<file path="src/rtl/fpnew_pkg.sv">
// fpnew_pkg -- shared FPU type definitions used by the DIV/SQRT operation
// queue: format count, rounding modes, operation codes and FP formats.
// Encodings follow the FPnew numbering so that payloads stay compatible
// with the surrounding FPU datapath.
package fpnew_pkg;

  localparam int unsigned NUM_FP_FORMATS = 5;

  typedef enum logic [2:0] {
    FP32    = 3'd0,
    FP64    = 3'd1,
    FP16    = 3'd2,
    FP8     = 3'd3,
    FP16ALT = 3'd4
  } fp_format_e;

  typedef enum logic [2:0] {
    RNE = 3'b000,
    RTZ = 3'b001,
    RDN = 3'b010,
    RUP = 3'b011,
    RMM = 3'b100,
    DYN = 3'b111
  } roundmode_e;

  typedef enum logic [3:0] {
    FMADD, FNMSUB, ADD, MUL,
    DIV, SQRT,
    SGNJ, MINMAX, CMP, CLASSIFY,
    F2F, F2I, I2F,
    CPKAB, CPKCD
  } operation_e;

endpackage

</file>
<file path="src/rtl/fpnew_divsqrt_op_queue.sv">
// fpnew_divsqrt_op_queue -- FIFO of complete DIV/SQRT operations placed
// between the FPU issue logic and the iterative divide/square-root unit.
//
// Parameters: Width (operand bits), NumFormats (rows of is_boxed),
//             Depth (entries, >= 1, any value), TagType, AuxType.
// Ports:
//   clk_i, rst_i          clock, asynchronous active-high reset
//   operands_i .. aux_i   operation payload in
//   in_valid_i/in_ready_o upstream handshake
//   flush_i               drop every stored entry (storage untouched)
//   operands_o .. aux_o   payload of the head entry (always shows rd_q)
//   out_valid_o/out_ready_i downstream handshake (to the div/sqrt unit)
//   count_o               number of stored entries
//   busy_o                queue non-empty or upstream offering
//
// Optional feature macro: FPNEW_DIVSQRT_OPQ_BYPASS_EN
//   When defined, an empty queue presents the incoming operation
//   combinationally; if the downstream takes it in that cycle it is never
//   written to storage. When undefined there is no input-to-output path.
module fpnew_divsqrt_op_queue #(
  parameter int unsigned Width      = 64,
  parameter int unsigned NumFormats = fpnew_pkg::NUM_FP_FORMATS,
  parameter int unsigned Depth      = 4,
  parameter type         TagType    = logic,
  parameter type         AuxType    = logic,
  localparam int unsigned CntW      = $clog2(Depth + 1)
) (
  input  logic                             clk_i,
  input  logic                             rst_i,
  input  logic [1:0][Width-1:0]            operands_i,
  input  logic [NumFormats-1:0][1:0]       is_boxed_i,
  input  fpnew_pkg::roundmode_e            rnd_mode_i,
  input  fpnew_pkg::operation_e            op_i,
  input  fpnew_pkg::fp_format_e            dst_fmt_i,
  input  TagType                           tag_i,
  input  AuxType                           aux_i,
  input  logic                             in_valid_i,
  output logic                             in_ready_o,
  input  logic                             flush_i,
  output logic [1:0][Width-1:0]            operands_o,
  output logic [NumFormats-1:0][1:0]       is_boxed_o,
  output fpnew_pkg::roundmode_e            rnd_mode_o,
  output fpnew_pkg::operation_e            op_o,
  output fpnew_pkg::fp_format_e            dst_fmt_o,
  output TagType                           tag_o,
  output AuxType                           aux_o,
  output logic                             out_valid_o,
  input  logic                             out_ready_i,
  output logic [CntW-1:0]                  count_o,
  output logic                             busy_o
);

  // A single-entry queue still needs a 1-bit pointer to index storage.
  localparam int unsigned PtrW = (Depth > 1) ? $clog2(Depth) : 1;

  typedef struct packed {
    logic [1:0][Width-1:0]      operands;
    logic [NumFormats-1:0][1:0] is_boxed;
    fpnew_pkg::roundmode_e      rnd_mode;
    fpnew_pkg::operation_e      op;
    fpnew_pkg::fp_format_e      dst_fmt;
    TagType                     tag;
    AuxType                     aux;
  } entry_t;

  logic [PtrW-1:0]  rd_q, wr_q;
  logic [CntW-1:0]  cnt_q;
  entry_t           mem_q [Depth];
  entry_t           in_entry, out_entry;
  logic             push_en, pop_en;
  logic [Depth-1:0] wr_sel;

  // Pointers wrap explicitly so non-power-of-two depths work.
  function automatic logic [PtrW-1:0] next_ptr(input logic [PtrW-1:0] ptr);
    if (ptr == PtrW'(Depth - 1)) return '0;
    else                         return ptr + PtrW'(1);
  endfunction

  assign in_entry = '{
    operands: operands_i,
    is_boxed: is_boxed_i,
    rnd_mode: rnd_mode_i,
    op:       op_i,
    dst_fmt:  dst_fmt_i,
    tag:      tag_i,
    aux:      aux_i
  };

  // Acceptance never looks at out_ready_i, so a full queue cannot take a
  // new entry in the same cycle it releases one.
  assign in_ready_o = (cnt_q != CntW'(Depth)) & ~flush_i;

`ifdef FPNEW_DIVSQRT_OPQ_BYPASS_EN
  logic bypass;
  assign bypass      = (cnt_q == '0) & ~flush_i;
  assign out_valid_o = ((cnt_q != '0) | in_valid_i) & ~flush_i;
  assign out_entry   = bypass ? in_entry : mem_q[rd_q];
  // An operation consumed straight through the bypass never touches
  // storage; an empty queue has nothing of its own to pop.
  assign push_en     = in_valid_i & in_ready_o & ~(bypass & out_ready_i);
  assign pop_en      = out_valid_o & out_ready_i & ~bypass;
`else
  assign out_valid_o = (cnt_q != '0) & ~flush_i;
  assign out_entry   = mem_q[rd_q];
  assign push_en     = in_valid_i & in_ready_o;
  assign pop_en      = out_valid_o & out_ready_i;
`endif

  assign count_o = cnt_q;
  assign busy_o  = (cnt_q != '0) | in_valid_i;

  assign operands_o = out_entry.operands;
  assign is_boxed_o = out_entry.is_boxed;
  assign rnd_mode_o = out_entry.rnd_mode;
  assign op_o       = out_entry.op;
  assign dst_fmt_o  = out_entry.dst_fmt;
  assign tag_o      = out_entry.tag;
  assign aux_o      = out_entry.aux;

  // Per-entry write strobes.
  for (genvar gi = 0; gi < Depth; gi++) begin : g_wr_sel
    assign wr_sel[gi] = push_en & (wr_q == PtrW'(gi));
  end

  // Storage: cleared only by reset; a flush leaves contents as they are.
  always_ff @(posedge clk_i or posedge rst_i) begin
    if (rst_i) begin
      for (int i = 0; i < Depth; i++) mem_q[i] <= '0;
    end else begin
      for (int i = 0; i < Depth; i++) begin
        if (wr_sel[i]) mem_q[i] <= in_entry;
      end
    end
  end

  // Pointers and occupancy. push_en/pop_en are already gated by flush_i
  // through in_ready_o/out_valid_o, so the flush branch only has to clear.
  always_ff @(posedge clk_i or posedge rst_i) begin
    if (rst_i) begin
      rd_q  <= '0;
      wr_q  <= '0;
      cnt_q <= '0;
    end else if (flush_i) begin
      rd_q  <= '0;
      wr_q  <= '0;
      cnt_q <= '0;
    end else begin
      if (push_en) wr_q <= next_ptr(wr_q);
      if (pop_en)  rd_q <= next_ptr(rd_q);
      case ({push_en, pop_en})
        2'b10:   cnt_q <= cnt_q + CntW'(1);
        2'b01:   cnt_q <= cnt_q - CntW'(1);
        default: cnt_q <= cnt_q;
      endcase
    end
  end

endmodule

</file>
<file path="config.mk">
export PLATFORM = sky130hd
export DESIGN_NAME = fpnew_divsqrt_op_queue
export DESIGN_NICKNAME = d
export VERILOG_FILES = /design/src/rtl/fpnew_pkg.sv /design/src/rtl/fpnew_divsqrt_op_queue.sv
export SDC_FILE = /design/constraint.sdc
export NUM_CORES = 1
export LEC_CHECK = 0
export BUFFER_PORTS_ARGS = -buffer_cell sky130_fd_sc_hd__buf_2
export CAP_MARGIN = 10
export CORE_MARGIN = 10
export CORE_UTILIZATION = 49
export DETAILED_ROUTE_END_ITERATION = 10
export PLACE_DENSITY = 0.71
export SETUP_SLACK_MARGIN = 0.3
export SLEW_MARGIN = 20
export SYNTH_ARGS = -nofsm -noshare
export SYNTH_HDL_FRONTEND = slang
export SYNTH_SLANG_ARGS = --single-unit
</file>
<file path="constraint.sdc">
create_clock -name clk_i -period 18.2 [get_ports clk_i]
set_input_delay 0 -clock clk_i [delete_from_list [all_inputs] [get_ports clk_i]]
set_output_delay 0 -clock clk_i [all_outputs]
set_load 0.02 [all_outputs]
</file>
==> impl_metrics.env, run 1 <==
export IMPL_numCtsBuffers=67
export IMPL_final_setup_worst_slack_ns=14.19
export IMPL_initial_utilization=0.4985
export IMPL_detail_route_wl_per_cell_um=21.98
export IMPL_hp_class="in2async"
export IMPL_floorplan_io_pins=311
export IMPL_htree_num_levels=3
export IMPL_grt_pass1_vias=16850
export IMPL_drv_cap=0
export IMPL_antenna_found_initial=6
export IMPL_clk_transition_reported_paths_ns=0.06
export IMPL_path_max_fanout=56
export IMPL_max_vdd_ir_drop_v=0.0001131
export IMPL_critPathCapture="mem_q[321]"
export IMPL_dpl_hpwl_um=36140
export IMPL_rsz_0062_raised_after_global_routing="false"
export IMPL_power_frac_seq=0.417
export IMPL_finish_net_count=2132
export IMPL_cts_tree="done"
export IMPL_final_hold_viol_count=0
export IMPL_gp_congestion=0.7513
export IMPL_netSwitchingFraction=0.3160
export IMPL_total_core_area_um2=54130
export IMPL_cp_required_ns=18.65
export IMPL_postSynthNetCount=1683
export IMPL_layout_cell_share_with_drive_strength_beyond_1=0.3917
export IMPL_final_critical_path_required_period_ns=4.009
export IMPL_die_width_um=254.7
export IMPL_yosys_register_bits=607
export IMPL_cellInternalPower_w=0.003566
export IMPL_run_status="complete, no violations"
export IMPL_yosysTopAreaCell="sky130_fd_sc_hd__dfrtp_1"
export IMPL_timing_reg2reg_setup_slack_ns=14.19
export IMPL_comb_power_share=0.326
export IMPL_power_per_cell_area_nw_per_um2=162.0
export IMPL_switchingPower_w=0.001647
export IMPL_die_height_um=254.7
export IMPL_vias=14970
export IMPL_maximum_achievable_frequency_ghz=0.2495
export IMPL_grt_start_max_net_pins=193
export IMPL_detail_route_vias_per_cell=5.508
export IMPL_worst_skew_pair_late_latency_ns=0.58
export IMPL_synth_seq_area_share=0.5629
export IMPL_globalRouteTotalUtil=0.1879
export IMPL_cts_resized=0
export IMPL_holdWs_ns=0.1071
export IMPL_port_buffer_count=310
export IMPL_post_route_cell_area_um2=32190
export IMPL_detail_route_first_pass_iterations=6
export IMPL_dieArea_um2=64860
export IMPL_critPathLaunch="count_o[1]"
export IMPL_synth_cell_area_um2=26990
export IMPL_synth_top_cells_by_count="sky130_fd_sc_hd__dfrtp_1, sky130_fd_sc_hd__mux2_1, sky130_fd_sc_hd__mux2_2"
export IMPL_cts_num_sinks=607
export IMPL_power_share_clock=0.258
export IMPL_synthesis_area_per_instance_um2=17.73
export IMPL_report_final_slew_viol_count=0
export IMPL_yosys_cell_count_top_type="sky130_fd_sc_hd__dfrtp_1"
export IMPL_post_route_period_util=0.2203
export IMPL_cts_hold_buffers=155
export IMPL_detail_route_iter0_violations=607
export IMPL_yosys_cell_types_count=42
export IMPL_global_route_overflow_total=0
export IMPL_crit_arrival_ns=4.45
export IMPL_drt_drc_violations_left=0
export IMPL_detail_route_antenna_nets=0
export IMPL_maxSlewHeadroom=0.2955
export IMPL_top_ff_cell_synth="sky130_fd_sc_hd__dfrtp_1"
export IMPL_r2r_start="count_o[1]"
export IMPL_dp_slack_ns=14.15
export IMPL_timing_final_setup_violations=0
export IMPL_clock_skew_final_ns=0.02145
export IMPL_criticalPathCategory="reg2reg"
export IMPL_grt_pass1_wl_um=95740
export IMPL_nFillCells=4074
export IMPL_place_area_um2=28380
export IMPL_cts_max_path_buffers=3
export IMPL_post_layout_total_power_w=0.005213
export IMPL_cts_root_buffer="sky130_fd_sc_hd__clkbuf_16"
export IMPL_area_growth_syn_to_layout_pct=19.27
export IMPL_post_synth_top_area_fraction=0.5629
export IMPL_synth_warning_count=0
export IMPL_crit_path_end_kind="register"
export IMPL_ys_async_sr_fraction=1.000
export IMPL_synth_top_cells_by_area="sky130_fd_sc_hd__dfrtp_1, sky130_fd_sc_hd__mux2_1, sky130_fd_sc_hd__mux4_2"
export IMPL_p_leak_nw=14.67
export IMPL_worst_pin_slew_ns=1.057
export IMPL_reg_to_reg_end="mem_q[321]"
export IMPL_fin_setup_tns_ns=0
export IMPL_logic_depth_of_the_worst_register_to_register_path=5
export IMPL_netlist_instances=1522
export IMPL_timing_critical_path_from_type="register"
export IMPL_route_final_wire_length_um=59740
export IMPL_number_of_rows_in_the_core_area=85
export IMPL_cts_repair_timing_setup_buffer_count=0
export IMPL_synth_enable_flop_cells=0
-- stage by stage --
step                        util  instances
after floorplan                -       1522
after global placement    0.5243       2441
after detailed placement  0.5243       2441
after CTS                 0.5932       2711
after global routing      0.5945       2717
final                     0.5946       2718
-- kinds of logic (layout without fill, tap and decap cells) --
family | count (synthesis) | count (layout) | synth area share
AOI/OAI and AO/OA | 15 | 15 | 0.003756
and+or+nand+nor | 29 | 29 | 0.007883
DFF | 607 | 607 | 0.5629
buffers and inverters | 111 | 606 | 0.04544
xor gates and xnor gates | 1 | 1 | 0.0003246
other | 0 | 5 | 0
muxes | 753 | 753 | 0.3767
adders and majority gates | 6 | 6 | 0.003060
-- per-layer routing --
layer,wire length [µm],GRT usage,vias to the layer above
met3,3725,0.05629,87
met5,7,0,-
li1,-,-,6632
met1,25330,0.2377,7980
met4,1197,0.04675,2
met2,29480,0.3127,270
-- worst min path at each step --
stage / slack, ns / from / depth (start not counted) / endpoint
floorplan: 0.13 / operands_i[78] / 1 / mem_q[100]
global placement: 0.20 / rst_i / 2 / mem_q[80]
detailed placement: 0.21 / rst_i / 2 / mem_q[80]
CTS: 0.13 / rst_i / 3 / mem_q[80]
global route: 0.16 / rst_i / 3 / mem_q[80]
finish: 0.11 / rst_i / 3 / mem_q[80]
-- cells in the final DEF (no fill, tap or decap), types with 2 or more instances in the layout --
master	synthesis	layout
sky130_fd_sc_hd__buf_2	22	310
sky130_fd_sc_hd__clkbuf_16	0	67
sky130_fd_sc_hd__mux2i_1	3	3
sky130_fd_sc_hd__nand2b_1	2	2
sky130_fd_sc_hd__ha_1	5	5
sky130_fd_sc_hd__clkbuf_8	0	12
sky130_fd_sc_hd__buf_16	0	2
sky130_fd_sc_hd__inv_6	0	5
sky130_fd_sc_hd__dfrtp_4	0	2
sky130_fd_sc_hd__diode_2	0	5
sky130_fd_sc_hd__clkinv_2	0	10
sky130_fd_sc_hd__dfrtp_1	607	605
sky130_fd_sc_hd__nor2_1	5	5
sky130_fd_sc_hd__bufinv_16	0	6
sky130_fd_sc_hd__buf_4	21	15
sky130_fd_sc_hd__nand3_4	4	4
sky130_fd_sc_hd__buf_6	1	2
sky130_fd_sc_hd__a21oi_1	4	4
sky130_fd_sc_hd__dlygate4sd3_1	0	155
sky130_fd_sc_hd__mux2_2	200	200
sky130_fd_sc_hd__nand2_1	5	5
sky130_fd_sc_hd__mux4_2	150	150
sky130_fd_sc_hd__inv_1	5	4
sky130_fd_sc_hd__mux2_1	400	400
sky130_fd_sc_hd__or3_1	2	2
sky130_fd_sc_hd__clkbuf_1	14	14
sky130_fd_sc_hd__o21ai_0	3	3
sky130_fd_sc_hd__buf_12	40	2
-- critical path, stage by stage, from the launching register on --
cell	delay [ns]
sky130_fd_sc_hd__dfrtp_1	0.51
sky130_fd_sc_hd__or3b_1	0.61
sky130_fd_sc_hd__nand3_4	0.71
sky130_fd_sc_hd__buf_4	0.86
sky130_fd_sc_hd__buf_4	0.73
sky130_fd_sc_hd__mux2_2	0.40
-- sequential cells by signal (all words and copies together) (netlist names) --
signal	cells
rd_q	2
wr_q	2
count_o	3
mem_q	600
-- power by group through the flow --
stage	logic [W]	clock network [W]	registers, W
finish	0.00170	0.00134	0.00217
global route	0.00184	0.00144	0.00224
CTS	0.00173	0.00138	0.00217
detailed placement	0.00169	0	0.00219
global placement	0.00166	0	0.00215
floorplan	0.00128	0	0.00209
-- layout make-up --
| cell class | count | area (µm²) | area share |
|---|---|---|---|
| well taps | 696 | 870.8 | 0.02706 |
| multi-input cells | 804 | 10570 | 0.3284 |
| diodes | 5 | 12.51 | 0.0003887 |
| clock inverters | 22 | 281.5 | 0.008747 |
| inverters | 5 | 26.28 | 0.0008164 |
| repair buffers | 486 | 3333 | 0.1036 |
| clock buffers | 93 | 1894 | 0.05886 |
| flip-flops and latches | 607 | 15200 | 0.4722 |
(Power assumes the default switching activity.)
==> run 2: changes to the inputs <==
PLACE_DENSITY = 0.69   (was 0.71)
clock period = 3.9 ns   (was 18.2 ns; I/O delays follow)
==> run 2 against run 1 <==
Net effect:
- clock skew decreased by 0.0071 ns
- via count grew 0.83%
- flip-flop and latch count is the same
- hold slack gained 0.080 ns
- largest power group unchanged
- critical endpoint is now is_boxed_o[5]
==> impl_metrics.env, run 2 (synthesis results as in run 1) <==
export IMPL_run_status="complete, no violations"
export IMPL_hp_class="in2reg"
export IMPL_cts_root_buffer="sky130_fd_sc_hd__clkbuf_16"
export IMPL_route_final_wire_length_um=60040
export IMPL_drv_cap=0
export IMPL_htree_num_levels=3
export IMPL_layout_cell_share_with_drive_strength_beyond_1=0.3964
export IMPL_cts_tree="done"
export IMPL_cp_required_ns=3.90
export IMPL_r2r_start="count_o[1]"
export IMPL_max_flop_register="mem_q"
export IMPL_worst_pin_slew_ns=1.064
export IMPL_power_per_cell_area_nw_per_um2=751.4
export IMPL_crit_arrival_ns=2.90
export IMPL_finish_net_count=2148
export IMPL_p_leak_nw=14.82
export IMPL_final_critical_path_required_period_ns=2.901
export IMPL_floorplan_io_pins=311
export IMPL_cp_max_delay_cell="sky130_fd_sc_hd__dfrtp_4"
export IMPL_max_vdd_ir_drop_v=0.0005491
export IMPL_clk_transition_reported_paths_ns=0.06
export IMPL_timing_final_setup_violations=0
export IMPL_final_hold_viol_count=0
export IMPL_globalRouteTotalUtil=0.1891
export IMPL_multiInputGateArea_um2=10570
export IMPL_cts_max_path_buffers=3
export IMPL_most_common_cell_after_layout_fill_and_taps_aside="sky130_fd_sc_hd__dfrtp_1"
export IMPL_maximum_achievable_frequency_ghz=0.3448
export IMPL_detail_route_vias_per_cell=5.516
export IMPL_criticalPathCategory="reg2out"
export IMPL_critPathCapture="is_boxed_o[5]"
export IMPL_clock_skew_final_ns=0.01438
export IMPL_total_core_area_um2=54130
export IMPL_cts_num_sinks=607
export IMPL_grt_pass1_wl_um=96420
export IMPL_timing_critical_path_from_type="register"
export IMPL_dpl_hpwl_um=38080
export IMPL_mostFrequentLayoutCells="sky130_fd_sc_hd__dfrtp_1, sky130_fd_sc_hd__mux2_1, sky130_fd_sc_hd__buf_2"
export IMPL_reg_to_reg_end="mem_q[388]"
export IMPL_detail_route_first_pass_iterations=7
export IMPL_critPathLaunch="rd_q[0]"
export IMPL_cts_repair_timing_setup_buffer_count=0
export IMPL_area_growth_syn_to_layout_pct=20.41
export IMPL_worstPathCellList="buf_12 > mux4_2 > buf_2"
export IMPL_dieArea_um2=64860
export IMPL_port_buffer_count=310
export IMPL_sequential_cell_area_um2=15200
export IMPL_vias=15100
export IMPL_detail_route_antenna_nets=0
export IMPL_initial_utilization=0.4985
export IMPL_worst_skew_pair_late_latency_ns=0.60
export IMPL_post_route_period_util=0.7437
export IMPL_logic_depth_of_the_worst_register_to_register_path=5
export IMPL_antenna_found_initial=4
export IMPL_report_final_slew_viol_count=0
export IMPL_global_route_overflow_total=0
export IMPL_timing_reg2reg_setup_slack_ns=1.10
export IMPL_final_cells=2737
export IMPL_crit_path_end_kind="primary output"
export IMPL_grt_pass1_vias=17110
export IMPL_die_height_um=254.7
export IMPL_largest_reg_flops=600
export IMPL_worst_path_largest_cell_delay_ns=1.03
export IMPL_gp_congestion=0.7770
export IMPL_dp_cells=2459
export IMPL_final_core_utilization=0.6003
export IMPL_detail_route_wl_per_cell_um=21.94
export IMPL_nFillCells=4093
export IMPL_numCtsBuffers=66
export IMPL_detail_route_iter0_violations=635
export IMPL_rsz_0062_raised_after_global_routing="false"
export IMPL_post_route_cell_area_um2=32490
export IMPL_place_area_um2=28690
export IMPL_number_of_rows_in_the_core_area=85
export IMPL_path_max_fanout=46
export IMPL_maxSlewHeadroom=0.2905
export IMPL_drt_drc_violations_left=0
export IMPL_die_width_um=254.7
export IMPL_grt_start_max_net_pins=174
run 2: changes by cell type in the layout (fill, tap and decap cells not counted), moves of 2 or more:
| cell | before | now |
|---|---|---|
| sky130_fd_sc_hd__buf_12 | 2 | 16 |
| sky130_fd_sc_hd__buf_16 | 2 | 0 |
| sky130_fd_sc_hd__buf_4 | 15 | 21 |
| sky130_fd_sc_hd__buf_6 | 2 | 0 |
| sky130_fd_sc_hd__bufinv_16 | 6 | 3 |
| sky130_fd_sc_hd__clkbuf_16 | 67 | 69 |
| sky130_fd_sc_hd__clkbuf_8 | 12 | 19 |
| sky130_fd_sc_hd__clkinv_2 | 10 | 7 |
| sky130_fd_sc_hd__clkinv_8 | 0 | 2 |
| sky130_fd_sc_hd__inv_6 | 5 | 1 |
run 2: power by group:
group	internal, W	switching [W]	total (W)
Clock	0.00382	0.00249	0.00630
Sequential	0.00883	0.00136	0.0102
Combinational	0.00406	0.00385	0.00792
run 2: how the worst min path moves through the flow:
stage,from,endpoint,slack [ns],cells after the start
final,operands_i[34],mem_q[206],0.19,3
after CTS,operands_i[118],mem_q[590],0.15,3
after global placement,rst_i,mem_q[569],0.09,2
after detailed placement,rst_i,mem_q[569],0.09,2
after floorplan,operands_i[78],mem_q[100],0.13,1
after global routing,operands_i[34],mem_q[206],0.19,3
run 2: cell type report:
cell class / count / share of cell area
clock inverters: 14 / 0.005737
inverters: 5 / 0.0006931
diodes: 5 / 0.0003850
multi-input cells: 804 / 0.3253
well taps: 696 / 0.02680
flip-flops and latches: 607 / 0.4677
repair buffers: 503 / 0.1105
clock buffers: 103 / 0.06292
run 2: worst max-delay path, delay by kind of cell (launching register included):
family / cells / cell delay [ns]
buffers and inverters: 2 / 0.62
flip-flops: 1 / 1.03
multiplexers: 1 / 0.58
run 2: timing repair:
item	4_1_cts	5_1_grt
hold buffers	156	0
resized for setup	0	0
endpoints found under the hold margin	659	0
run 2: metal layers:
metal / vias to the layer above / routed length [µm] / track usage
li1: 6657 / - / -
met1: 8059 / 25240 / 0.2362
met2: 297 / 30370 / 0.3228
met3: 83 / 3234 / 0.04397
met4: 0 / 1202 / 0.05814
met5: - / 0 / 0
run 2: metrics by stage:
| stage | hold slack, ns | setup TNS [ns] | total power [W] | setup WS [ns] |
|---|---|---|---|---|
| detailed placement | 0.08737 | 0 | 0.01822 | 1.109 |
| global placement | 0.09033 | 0 | 0.01783 | 1.166 |
| global route | 0.1886 | 0 | 0.02578 | 0.7812 |
| floorplan | 0.1317 | -2659.35 | 0.01573 | -4.381 |
| finish | 0.1867 | 0 | 0.02442 | 0.9994 |
| CTS | 0.1490 | 0 | 0.02475 | 0.8828 |
